`src/rtl/mux_v_n_code_out.sv`:
```
// Frame reader: fetches packed words from BRAM and streams them MSB-first as SYM_W-bit symbols.
// Define MUX_VSK_PAD_EN to skip the top 2 VSK padding bits of every word.
module mux_v_n_code_out #(
   parameter int DATA_W      = 32,
   parameter int SYM_W       = 2,
   parameter int ADDR_W      = 10,
   parameter int LENGHT_BRAM = 1024,
   parameter int RD_LAT      = 1
) (
   input  logic              clk_120,
   input  logic              rst,
   input  logic              start,
   input  logic [ADDR_W:0]   frame_len,
   input  logic              locked_rd,
   output logic              bram_en,
   output logic [ADDR_W-1:0] bram_addr,
   input  logic [DATA_W-1:0] bram_dout,
   output logic [SYM_W-1:0]  sym_out,
   output logic              sym_valid,
   input  logic              sym_ready,
   output logic              sym_first,
   output logic              sym_last,
   output logic              busy,
   output logic              done,
   output logic              aborted
);

`ifdef MUX_VSK_PAD_EN
   localparam int ACT_W = DATA_W - 2;
`else
   localparam int ACT_W = DATA_W;
`endif
   localparam int SPW   = ACT_W / SYM_W;
   localparam int CNT_W = (SPW > 1) ? $clog2(SPW) : 1;
   localparam logic [CNT_W-1:0] LAST_SYM = CNT_W'(SPW - 1);
   localparam logic [ADDR_W:0]  LEN_MAX  = (ADDR_W+1)'(LENGHT_BRAM);
   localparam logic [ADDR_W:0]  ONE      = (ADDR_W+1)'(1);

   typedef enum logic [1:0] {IDLE, FETCH, STREAM, FINISH} state_t;

   state_t             state_q, state_d;
   logic [ADDR_W:0]    len_q, len_d;
   logic [ADDR_W:0]    word_idx_q, word_idx_d;
   logic [CNT_W-1:0]   sym_cnt_q, sym_cnt_d;
   logic [DATA_W-1:0]  sh_q, sh_d;
   logic               sh_valid_q, sh_valid_d;
   logic [DATA_W-1:0]  pf_data_q, pf_data_d;
   logic               pf_full_q, pf_full_d;
   logic [RD_LAT-1:0]  rd_pipe_q, rd_pipe_d;
   logic               bram_en_q, bram_en_d;
   logic [ADDR_W-1:0]  bram_addr_q, bram_addr_d;
   logic               aborted_q, aborted_d;

   logic               data_valid;
   logic               xfer;
   logic               is_last_sym;
   logic               is_last;
   logic [ADDR_W:0]    len_clamped;
   logic               load_word;
   logic [DATA_W-1:0]  load_data;
   logic [ADDR_W:0]    new_idx;

   assign data_valid  = rd_pipe_q[RD_LAT-1];
   assign xfer        = sym_valid && sym_ready;
   assign is_last_sym = (sym_cnt_q == LAST_SYM);
   assign is_last     = is_last_sym && (word_idx_q == len_q - ONE);
   assign len_clamped = (frame_len > LEN_MAX) ? LEN_MAX : frame_len;

   always_ff @(posedge clk_120) begin
      if (rst) begin
         state_q     <= IDLE;
         len_q       <= '0;
         word_idx_q  <= '0;
         sym_cnt_q   <= '0;
         sh_q        <= '0;
         sh_valid_q  <= 1'b0;
         pf_data_q   <= '0;
         pf_full_q   <= 1'b0;
         rd_pipe_q   <= '0;
         bram_en_q   <= 1'b0;
         bram_addr_q <= '0;
         aborted_q   <= 1'b0;
      end else begin
         state_q     <= state_d;
         len_q       <= len_d;
         word_idx_q  <= word_idx_d;
         sym_cnt_q   <= sym_cnt_d;
         sh_q        <= sh_d;
         sh_valid_q  <= sh_valid_d;
         pf_data_q   <= pf_data_d;
         pf_full_q   <= pf_full_d;
         rd_pipe_q   <= rd_pipe_d;
         bram_en_q   <= bram_en_d;
         bram_addr_q <= bram_addr_d;
         aborted_q   <= aborted_d;
      end
   end

   always_comb begin
      state_d     = state_q;
      len_d       = len_q;
      word_idx_d  = word_idx_q;
      sym_cnt_d   = sym_cnt_q;
      sh_d        = sh_q;
      sh_valid_d  = sh_valid_q;
      pf_data_d   = pf_data_q;
      pf_full_d   = pf_full_q;
      rd_pipe_d   = RD_LAT'({rd_pipe_q, bram_en_q});
      bram_en_d   = 1'b0;
      bram_addr_d = bram_addr_q;
      aborted_d   = 1'b0;
      load_word   = 1'b0;
      load_data   = bram_dout;
      new_idx     = word_idx_q;

      case (state_q)
         IDLE: begin
            if (start && !locked_rd) begin
               len_d      = len_clamped;
               word_idx_d = '0;
               sym_cnt_d  = '0;
               if (len_clamped == '0) begin
                  state_d = FINISH;
               end else begin
                  state_d     = FETCH;
                  bram_en_d   = 1'b1;
                  bram_addr_d = '0;
               end
            end
         end
         FETCH: begin
            if (data_valid) begin
               load_word = 1'b1;
               state_d   = STREAM;
            end
         end
         STREAM: begin
            // Only one read is ever in flight, so an arriving word never collides with a full buffer.
            if (data_valid) begin
               pf_data_d = bram_dout;
               pf_full_d = 1'b1;
            end
            if (xfer) begin
               if (is_last) begin
                  state_d    = FINISH;
                  sh_valid_d = 1'b0;
               end else if (is_last_sym) begin
                  word_idx_d = word_idx_q + ONE;
                  sym_cnt_d  = '0;
                  new_idx    = word_idx_q + ONE;
                  if (pf_full_q) begin
                     load_word = 1'b1;
                     load_data = pf_data_q;
                  end else if (data_valid) begin
                     load_word = 1'b1;
                  end else begin
                     sh_valid_d = 1'b0;
                  end
               end else begin
                  sh_d      = sh_q << SYM_W;
                  sym_cnt_d = sym_cnt_q + 1'b1;
               end
            end else if (!sh_valid_q) begin
               if (pf_full_q) begin
                  load_word = 1'b1;
                  load_data = pf_data_q;
               end else if (data_valid) begin
                  load_word = 1'b1;
               end
            end
         end
         FINISH: begin
            state_d = IDLE;
         end
         default: begin
            state_d = IDLE;
         end
      endcase

      // A word entering the shift register triggers the prefetch of the following one.
      if (load_word) begin
         sh_d       = load_data;
         sh_valid_d = 1'b1;
         pf_full_d  = 1'b0;
         if ((new_idx + ONE) < len_q) begin
            bram_en_d   = 1'b1;
            bram_addr_d = ADDR_W'(new_idx + ONE);
         end
      end

      if ((state_q != IDLE) && locked_rd) begin
         state_d     = IDLE;
         len_d       = '0;
         word_idx_d  = '0;
         sym_cnt_d   = '0;
         sh_d        = '0;
         sh_valid_d  = 1'b0;
         pf_data_d   = '0;
         pf_full_d   = 1'b0;
         rd_pipe_d   = '0;
         bram_en_d   = 1'b0;
         bram_addr_d = '0;
         aborted_d   = 1'b1;
      end
   end

   always_comb begin
      sym_valid = (state_q == STREAM) && sh_valid_q;
      sym_out   = sh_q[ACT_W-1 -: SYM_W];
      sym_first = sym_valid && (sym_cnt_q == '0) && (word_idx_q == '0);
      sym_last  = sym_valid && is_last;
      busy      = (state_q == FETCH) || (state_q == STREAM);
      done      = (state_q == FINISH) && !locked_rd;
      aborted   = aborted_q;
      bram_en   = bram_en_q;
      bram_addr = bram_addr_q;
   end

endmodule

```
`config.mk`:
```
export PLATFORM = sky130hd
export DESIGN_NAME = mux_v_n_code_out
export DESIGN_NICKNAME = d
export VERILOG_FILES = /design/src/rtl/mux_v_n_code_out.sv
export SDC_FILE = /design/constraint.sdc
export NUM_CORES = 1
export LEC_CHECK = 0
export BUFFER_PORTS_ARGS = -buffer_cell sky130_fd_sc_hd__buf_2
export CORE_MARGIN = 2
export CORE_UTILIZATION = 35
export CTS_CLUSTER_DIAMETER = 80
export CTS_CLUSTER_SIZE = 20
export DETAILED_ROUTE_END_ITERATION = 12
export HOLD_SLACK_MARGIN = 0.12
export MAX_ROUTING_LAYER = met4
export SLEW_MARGIN = 10
export SYNTH_ARGS = -nofsm -noshare
export SYNTH_HDL_FRONTEND = slang
export SYNTH_SLANG_ARGS = --single-unit
```
`constraint.sdc`:
```
create_clock -name clk_120 -period 7.75 [get_ports clk_120]
set_clock_uncertainty 0.1 [all_clocks]
set_input_delay 1.55 -clock clk_120 [delete_from_list [all_inputs] [get_ports clk_120]]
set_output_delay 1.55 -clock clk_120 [all_outputs]
set_load 0.05 [all_outputs]
```
==> run summary, run 1 <==
Status -> complete, no violations
Critical Path Start Type -> flop
Via count -> 5,861
Die Height -> 137.0 um
Pleak -> 2.620 nW
Postcts setup bufs -> 0
Initial antenna violation count -> 1
Vias in the first global route -> 5,373
First-pass GRT wire length -> 28,060 um
Synthesis-to-layout area growth -> 12.06%
Port Buffers -> 66
Die area -> 18,770 um^2
Crit Path Category -> flop to flop
Clock period minus worst slack -> 6.285 ns
Final Total Pwr -> 1.345 mW
Setup violators final -> 0
Routed vias/inst -> 5.550
Req. time, crit path -> 7.93 ns
Achievable clock frequency -> 0.1591 GHz
Slew HR -> 23.11%
Max_cap viols -> 0
CP arrival -> 6.46 ns
GRT Total Usage -> 19.36%
Warnings from Yosys -> 0
Setup TNS -> 0 ns
I/O Pins -> 67
Type of the most critical hold path -> flop to flop
Switching portion of total power -> 32.30%
Clock buffer count from CTS -> 9
Final period util -> 81.10%
Longest Clk Path Bufs -> 2
Multi-input logic area -> 3709 um^2
Hold WS -> 0.3513 ns
Worst-path clk slew -> 0.08 ns
Routed Antenna Nets -> 0
Cell Pwr Density -> 193.9 nW/um^2
Most frequent cells in the layout -> nand2_1, dfxtp_1, a21oi_1
Cells after Synth -> 806
Post-synth net total -> 874
Largest area contributor in the netlist -> dfxtp_1
Fill cells -> 1,816
Clock Power Share -> 36.7%
Worst-margin pin slew -> 1.151 ns
Sequential Power Share -> 42.7%
Sw power -> 0.4346 mW
Most common cell after layout, fill and taps aside -> nand2_1
CTS tree -> yes
Detailed Route WL -> 17,280 um
FF+latch area -> 2142 um^2
Count of cell types in the netlist -> 59
Synth area leaders -> dfxtp_1, nand2_1, a21oi_1
CTS Sinks -> 107
CP endpoint kind -> flop
Synth top area share -> 34.59%
Hpwl dp -> 11,270 um
Logic gate share of total power -> 20.6%
Sequential fraction of the synthesis area -> 34.59%
Slew Limit Fails -> 0
Mapped cell area -> 6192 um^2
# hold bufs at CTS -> 0
Core area -> 17,300 um^2
# rows -> 48
Ys flop type -> dfxtp_1
DR pass1 iterations -> 5
Share of layout cells above drive strength 1 -> 12.77%
Synth Register Bits -> 107
Grt ovf -> 0
RSZ-0062 raised after global routing -> false
Syn Area/Cell -> 7.683 um^2
EDFF count, synth -> 0
Remaining DRCs -> 0
Asr flop ratio synth -> 0%
Root Buffer -> clkbuf_16
Die Width -> 137.0 um
VDD IR-drop max -> 0.0001185 V
Largest net degree at the start of global routing -> 79
Routability congestion estimate -> 0.9621
Int Pwr -> 0.9108 mW
Routed length per instance -> 16.37 um
Number of DRC markers in iteration 0 -> 360
NumNets Final -> 893
CTS H-tree depth -> 3
Post-CTS sizing -> 0
Worst-skew pair later-pin latency -> 0.36 ns
Final hold vios -> 0
Worst-path fanout max -> 14
R2r setup slk -> 1.46 ns
Initial Util -> 35.80%
Yosys cell counts (all sizes together) (3+ instances only):
cell type    n
a211oi      33
nor3b        7
a21oi       72
mux2i        4
o211ai       4
xor2        12
nand4       10
or2          3
a31oi        3
o21ai       15
a311oi      31
nor4         8
and2        11
inv         22
nor2        45
and4         3
o31ai        4
nand2b       6
clkbuf      56
nand3       56
dfxtp      107
xnor2       17
ha          20
nand2      128
o21a         4
or4          3
nor2b        3
a21o        10
nor3        12
buf         12
or3          8
a211o        3
and3        43
a22oi        7
layout make-up:
type | count | share of cell area, %
multi-input combinational | 609 | 53.44
sequential | 107 | 30.87
timing repair buffer | 76 | 5.842
tap | 225 | 4.057
clock buffer | 9 | 3.246
clock inverter | 7 | 1.316
inverter | 22 | 1.190
antenna | 1 | 0.03606
critical path, stage by stage (launching register included):
cell and delay [ns]:
dfxtp_1 0.46, inv_1 0.12, ha_1 0.27, and2_1 0.21
o21a_1 0.18, o21ai_0 0.16, nand4_1 0.35, nor3_2 0.56
nor2_1 0.14, xnor2_1 0.23, ha_1 0.24, nand2_1 0.06
nor3_1 0.44, o221ai_2 0.24, o41ai_2 0.41, xor2_1 0.18
ha_1 0.27, nand4_1 0.09, nor3_1 0.06, a221oi_1 0.24
a21bo_2 0.26, or2_2 0.40, or3b_1 0.40, a21oi_1 0.12
per-stage QoR:
stage	instance area [um^2]	cells	util (%)	worst slack [ns]
5_1_grt	6939	1056	40.12	1.059
2_1_floorplan	6192	806	-	2.088
6_report	6939	1056	40.12	1.465
3_5_place_dp	6620	1039	38.27	1.420
4_1_cts	6937	1055	40.10	1.545
3_3_place_gp	6620	1039	38.27	1.552
per-layer routing:
metal  vias to the layer above  global-route usage [%]  wire length (um)
met1                      2755                   26.16              8531
li1                       2950                       -                 -
met5                         -                       -                 0
met4                         0                   5.097               286
met2                       130                   29.52              7762
met3                        26                   3.852               703
kinds of logic after synthesis:
kind of cell,Yosys count,share of synthesized area [%]
AND/OR/NAND/NOR,352,28.05
AO/OA/AOI/OAI,203,22.63
flip-flops,107,34.59
buffers and inverters,90,5.759
XOR/XNOR,29,4.102
adder cells (fa/ha/maj),20,4.041
multiplexers,5,0.8285
registers in the layout, indices dropped and copies added, names as in the netlist:
name,count
state_q,2
pf_data_q,32
pf_full_q,1
sh_q,32
data_valid,1
bram_en,1
len_q,11
sym_cnt_q,4
word_idx_q,11
bram_addr,10
sh_valid_q,1
aborted,1
power by group through the flow:
stage               Combinational (mW)  Clock [mW]  Sequential [mW]
floorplan                        0.195           0            0.588
global placement                 0.277           0            0.588
detailed placement               0.276           0            0.588
CTS                              0.278       0.510            0.575
global route                     0.306       0.529            0.577
finish                           0.277       0.494            0.575
final timing paths:
check / start / end / depth (start not counted)
worst max-delay path: len_q[0] / bram_addr[5] / 23
worst min-delay path: pf_data_q[3] / pf_data_q[3] / 2
worst max register to register: len_q[0] / bram_addr[5] / 23
worst min register to register: pf_data_q[3] / pf_data_q[3] / 2
No activity file was read; power rests on OpenSTA's default activity.
==> inputs of run 2 (changes only) <==
==> constraint.sdc (replaced) <==
create_clock -name clk_120 -period 6.2 [get_ports clk_120]
set_clock_uncertainty 0.1 [all_clocks]
set_input_delay 1.24 -clock clk_120 [delete_from_list [all_inputs] [get_ports clk_120]]
set_output_delay 1.24 -clock clk_120 [all_outputs]
set_load 0.05 [all_outputs]
==> run summary, run 2 (synthesis gave the netlist of run 1 again) <==
Status -> complete, no violations
Synthesis-to-layout area growth -> 13.28%
Final hold vios -> 0 (unchanged)
Most frequent cells in the layout -> nand2_1, dfxtp_1, a21oi_1
R2r setup slk -> 0.48 ns (-0.99 ns)
First-pass GRT wire length -> 28,530 um (+1.7%)
Die Width -> 137.0 um (unchanged)
Fill cells -> 1,818 (+0.11%)
Detailed Route WL -> 17,430 um (+0.87%)
Die Height -> 137.0 um (unchanged)
Most common cell after layout, fill and taps aside -> nand2_1
Cell Pwr Density -> 238.1 nW/um^2 (+23%)
Root Buffer -> clkbuf_16
Routed Antenna Nets -> 0 (unchanged)
CTS Sinks -> 107 (unchanged)
Slew Limit Fails -> 0 (unchanged)
Sequential Power Share -> 43.0% (+0.3 points)
Slowest stage delay, CP -> 0.52 ns (-0.04 ns)
Via count -> 5,932 (+1.2%)
Hpwl dp -> 11,620 um (+3.0%)
CTS tree -> yes
VDD IR-drop max -> 0.0001204 V (+1.6%)
Non-Filler Instances -> 1,067 (+1.0%)
FF+latch area -> 2142 um^2 (unchanged)
Port Buffers -> 66 (unchanged)
CP endpoint kind -> flop
Crit Path Category -> flop to flop
Remaining DRCs -> 0 (unchanged)
Top flop regs -> pf_data_q (32), sh_q (32)
Req. time, crit path -> 6.39 ns (-1.54 ns)
Utilization after layout -> 40.55% (+0.43 points)
DR pass1 iterations -> 5 (unchanged)
NumNets Final -> 904 (+1.2%)
Worst-margin pin slew -> 1.193 ns (+0.04240 ns)
Logic gate share of total power -> 20.6% (about the same)
Worst-skew pair later-pin latency -> 0.36 ns (about the same)
Int Pwr -> 1.106 mW (+21%)
Largest net degree at the start of global routing -> 68 (-14%)
# rows -> 48 (unchanged)
Routed length per instance -> 16.34 um (-0.17%)
Initial antenna violation count -> 0 (-1)
Worst-path clk slew -> 0.08 ns (about the same)
Worst Setup SP -> len_q[0]
Longest Clk Path Bufs -> 2 (unchanged)
R2R depth -> 23 (unchanged)
Number of DRC markers in iteration 0 -> 312 (-13%)
RSZ-0062 raised after global routing -> false
I/O Pins -> 67 (unchanged)
Slew HR -> 20.28% (-2.8 points)
Clock buffer count from CTS -> 9 (unchanged)
CP arrival -> 5.91 ns (-0.55 ns)
CP max-delay cell -> or4_1
Vias in the first global route -> 5,500 (+2.4%)
Die area -> 18,770 um^2 (unchanged)
Switching portion of total power -> 33.78% (+1.5 points)
Type of the most critical hold path -> flop to flop
Initial Util -> 35.80% (unchanged)
Reg2reg end -> bram_addr[5]
Clock Power Share -> 36.4% (-0.3 points)
Critical Path Start Type -> flop
Final period util -> 92.26% (+11 points)
GRT Total Usage -> 19.62% (+0.26 points)
Sw power -> 0.5640 mW (+30%)
Share of layout cells above drive strength 1 -> 14.03% (+1.3 points)
Setup violators final -> 0 (unchanged)
Routability congestion estimate -> 0.9856 (+2.4%)
Clock period minus worst slack -> 5.720 ns (-0.5650 ns)
CTS H-tree depth -> 3 (unchanged)
Core area -> 17,300 um^2 (unchanged)
Min-delay src -> pf_data_q[6]
Worst-path fanout max -> 14 (unchanged)
Grt ovf -> 0 (unchanged)
Achievable clock frequency -> 0.1748 GHz (+9.9%)
Routed vias/inst -> 5.560 (+0.17%)
Cell depth of the worst hold path -> 2 (unchanged)
CP cell instances -> inv_1 > ha_1 > and2_1 > a311oi_1 > o31a_1 > nor3_2 > nor2_1 > o21ai_0 > ha_1 > nand3_1 > a21oi_4 > or4_1 > and2_1 > ha_1 > a21o_1 > a21o_1 > a21oi_1 > o211ai_1 > a221oi_1 > a21bo_2 > or2_2 > or3b_1 > a21oi_1
CP most frequent cell -> ha_1
Setup TNS -> 0 ns (unchanged)
Pleak -> 2.669 nW (+1.9%)
Cells after DPL -> 1,050 (+1.1%)
Final instance area -> 7014 um^2 (+1.1%)
Worst R2R Start -> len_q[0]
Max_cap viols -> 0 (unchanged)
Hold EP -> pf_data_q[6]
Final Total Pwr -> 1.670 mW (+24%)
Placed cell area -> 6703 um^2 (+1.2%)
Multi-input logic area -> 3711 um^2 (about the same)
==> run 2: power groups by stage <==
stage	logic, mW	clock network [mW]	registers, mW
2_1_floorplan	0.244	0	0.735
5_1_grt	0.381	0.652	0.721
3_3_place_gp	0.342	0	0.734
6_report	0.344	0.607	0.718
3_5_place_dp	0.341	0	0.735
4_1_cts	0.343	0.622	0.719
==> run 2: worst max-delay path by stage <==
| stage | endpoint | depth (start not counted) |
|---|---|---|
| after CTS | bram_addr[5] | 23 |
| after floorplan | bram_addr[5] | 26 |
| after global placement | bram_addr[5] | 19 |
| after detailed placement | bram_addr[5] | 23 |
| after global routing | bram_addr[5] | 24 |
| final | bram_addr[5] | 23 |
==> run 2: critical path, delay by kind of cell (launching register included) <==
kind                     cells  cell delay, ns
AO/OA/AOI/OAI               11            2.05
adder cells (fa/ha/maj)      3            0.80
buffers and inverters        1            0.12
flip-flops                   1            0.47
AND/OR/NAND/NOR              8            2.11
==> run 2: layout make-up <==
class                   count  area share (%)
multi-input cells         609           52.91
diodes                      1         0.03568
clock buffers               9           3.211
clock inverters             7           1.159
inverters                  22           1.177
flip-flops and latches    107           30.54
repair buffers             87           6.957
well taps                 225           4.014
==> run 2: routing by layer <==
| metal | routed length, um | track usage [%] | up-vias |
|---|---|---|---|
| met5 | 0 | - | - |
| met3 | 953 | 3.556 | 35 |
| met2 | 7869 | 29.82 | 170 |
| met1 | 8099 | 25.85 | 2755 |
| met4 | 512 | 7.560 | 0 |
| li1 | - | - | 2972 |
==> run 2: timing repair <==
action | 4_1_cts | 5_1_grt
hold endpoints to repair | 0 | 0
hold buffers | 0 | 0
endpoints found under the setup margin | 0 | 1
buffers inserted | 0 | 0
resized for setup | 0 | 1
==> run 2: through the flow <==
stage / hold WS (ns) / worst slack (ns)
detailed placement: 0.3418 / 0.5665
finish: 0.3503 / 0.4798
floorplan: 0.3319 / 0.7312
CTS: 0.3533 / 0.5263
global placement: 0.3382 / 0.6484
global route: 0.3673 / 0.009634
==> inputs of run 3 (changes only) <==
--- a/config.mk
+++ b/config.mk
@@ -13,6 +13,7 @@
 export DETAILED_ROUTE_END_ITERATION = 12
 export HOLD_SLACK_MARGIN = 0.12
 export MAX_ROUTING_LAYER = met4
+export REMOVE_ABC_BUFFERS = 1
 export SLEW_MARGIN = 10
 export SYNTH_ARGS = -nofsm -noshare
 export SYNTH_HDL_FRONTEND = slang
==> run summary, run 3 (synthesis gave the netlist of run 1 again) <==
Achievable clock frequency -> 0.1756 GHz (+0.42%)
I/O Pins -> 67 (unchanged)
Critical Path Start Type -> flop
Multi-input logic area -> 3714 um^2 (about the same)
GRT Total Usage -> 19.16% (-0.46 points)
Clock Power Share -> 36.1% (-0.3 points)
CTS H-tree depth -> 3 (unchanged)
Pleak -> 2.673 nW (+0.12%)
Grt peak-use layer -> met2
Crit Path Category -> flop to flop
Final period util -> 91.88% (-0.39 points)
Routed Antenna Nets -> 0 (unchanged)
Top flop regs -> pf_data_q (32), sh_q (32)
Type of the most critical hold path -> flop to flop
Root Buffer -> clkbuf_16
Min-delay src -> bram_en
Largest net degree at the start of global routing -> 82 (+21%)
VDD IR-drop max -> 0.0001443 V (+20%)
Core area -> 17,300 um^2 (unchanged)
Worst-path fanout max -> 14 (unchanged)
# rows -> 48 (unchanged)
Hpwl dp -> 11,550 um (-0.57%)
CP cell instances -> nor4_4 > a21oi_1 > a211o_1 > a31oi_2 > nor3_2 > nor2_1 > o21ai_0 > ha_1 > nand3_1 > a21oi_4 > or4_1 > and2_1 > ha_1 > a21o_1 > a21o_1 > a21oi_1 > o211ai_1 > a221oi_1 > a21bo_2 > or2_2 > or3b_1 > a21oi_1
Port Buffers -> 66 (unchanged)
CP most frequent cell -> a21oi_1
M3 GR Usage -> 2.630% (-0.93 points)
Hold EP -> data_valid
CTS tree -> yes
Longest Clk Path Bufs -> 2 (unchanged)
Met2 GRT Util -> 28.11% (-1.7 points)
Routed length per instance -> 16.03 um (-1.9%)
First-pass GRT wire length -> 27,860 um (-2.3%)
Worst R2R Start -> len_q[2]
Initial antenna violation count -> 1 (+1)
Clock period minus worst slack -> 5.696 ns (-0.02389 ns)
Routed vias/inst -> 5.491 (-1.2%)
FF+latch area -> 2142 um^2 (unchanged)
Slew HR -> 22.55% (+2.3 points)
Worst-skew pair later-pin latency -> 0.37 ns (about the same)
CP max-delay cell -> or4_1
Status -> complete, no violations
Max_cap viols -> 0 (unchanged)
Vias in the first global route -> 5,373 (-2.3%)
Reg2reg end -> bram_addr[5]
Synthesis-to-layout area growth -> 13.42%
Req. time, crit path -> 6.40 ns (about the same)
Die area -> 18,770 um^2 (unchanged)
Cell depth of the worst hold path -> 1 (-1)
DR pass1 iterations -> 5 (unchanged)
R2R depth -> 22 (-4.3%)
Share of layout cells above drive strength 1 -> 14.13% (+0.10 points)
Sequential Power Share -> 43.3% (+0.3 points)
Int Pwr -> 1.112 mW (+0.51%)
Logic gate share of total power -> 20.6% (about the same)
CP endpoint kind -> flop
Utilization after layout -> 40.60% (+0.051 points)
Remaining DRCs -> 0 (unchanged)
R2r setup slk -> 0.50 ns (+0.02 ns)
Die Width -> 137.0 um (unchanged)
Number of DRC markers in iteration 0 -> 509 (+63%)
Cell Pwr Density -> 236.5 nW/um^2 (-0.66%)
CTS Sinks -> 107 (unchanged)
Detailed Route WL -> 17,120 um (-1.8%)
Routability congestion estimate -> 0.9168 (-7.0%)
Worst-path clk slew -> 0.08 ns (about the same)
Worst-margin pin slew -> 1.159 ns (-0.03398 ns)
Slowest stage delay, CP -> 0.52 ns (about the same)
Clock buffer count from CTS -> 9 (unchanged)
Most common cell after layout, fill and taps aside -> nand2_1
RSZ-0062 raised after global routing -> false
Initial Util -> 35.80% (unchanged)
CP arrival -> 5.89 ns (-0.02 ns)
Via count -> 5,864 (-1.1%)
Setup violators final -> 0 (unchanged)
Met1 usage -> 26.97% (+1.1 points)
Fill cells -> 1,843 (+1.4%)
Switching portion of total power -> 33.08% (-0.70 points)
Setup TNS -> 0 ns (unchanged)
Sw power -> 0.5493 mW (-2.6%)
Slew Limit Fails -> 0 (unchanged)
Final hold vios -> 0 (unchanged)
Die Height -> 137.0 um (unchanged)
Grt ovf -> 0 (unchanged)
Most frequent cells in the layout -> nand2_1, dfxtp_1, a21oi_1
NumNets Final -> 905 (+0.11%)
==> run 3: worst max-delay path, delay by kind of cell, from the launching register on <==
family,cells,cell delay [ns]
compound gates,12,2.23
fa+ha+maj,2,0.54
flops,1,0.39
simple gates,8,2.35
==> run 3: cell type report <==
type	instances	area share (%)
Inverter	22	1.176
Clock inverter	6	0.9442
Antenna cell	1	0.03563
Timing Repair Buffer	88	7.055
Clock buffer	10	3.403
Multi-Input combinational cell	609	52.88
Tap cell	225	4.009
Sequential cell	107	30.50
==> run 3: repair_timing <==
item,4_1_cts,5_1_grt
gates resized for setup,0,1
hold buffers,0,0
setup endpoints to repair,0,4
buffers inserted,0,1
==> run 3: per-stage QoR <==
stage               power [mW]  hold WS (ns)  cell area (um^2)  instances  setup slack, ns
floorplan               0.9651        0.3319              5918        738           0.2154
global placement         1.075        0.3304              6703       1050           0.4967
detailed placement       1.076        0.3387              6703       1050           0.4308
CTS                      1.673        0.3531              7008       1066           0.3898
global route             1.735        0.3667              7023       1068           0.1731
finish                   1.661        0.3472              7023       1068           0.5037
==> run 3: how the worst max path moves through the flow <==
stage | from | to | slack [ns] | cells past startpoint
global placement | len_q[0] | bram_addr[5] | 0.50 | 25
detailed placement | len_q[0] | bram_addr[5] | 0.43 | 25
global route | len_q[2] | bram_addr[5] | 0.17 | 22
finish | len_q[2] | bram_addr[5] | 0.50 | 22
floorplan | sym_ready | bram_addr[5] | 0.22 | 19
CTS | len_q[0] | bram_addr[5] | 0.39 | 25
==> run 3: metal layers <==
| metal | vias to the layer above | share of wire [%] |
|---|---|---|
| met5 | - | 0 |
| met4 | 0 | 1.4 |
| met3 | 13 | 4.9 |
| met2 | 137 | 44 |
| met1 | 2742 | 50 |
| li1 | 2972 | - |
==> run 3: power groups by stage <==
stage               Clock, mW  Sequential [mW]  Combinational [mW]
floorplan                   0            0.736               0.229
global placement            0            0.736               0.340
detailed placement          0            0.736               0.340
CTS                     0.612            0.720               0.341
global route            0.636            0.723               0.377
finish                  0.600            0.720               0.342
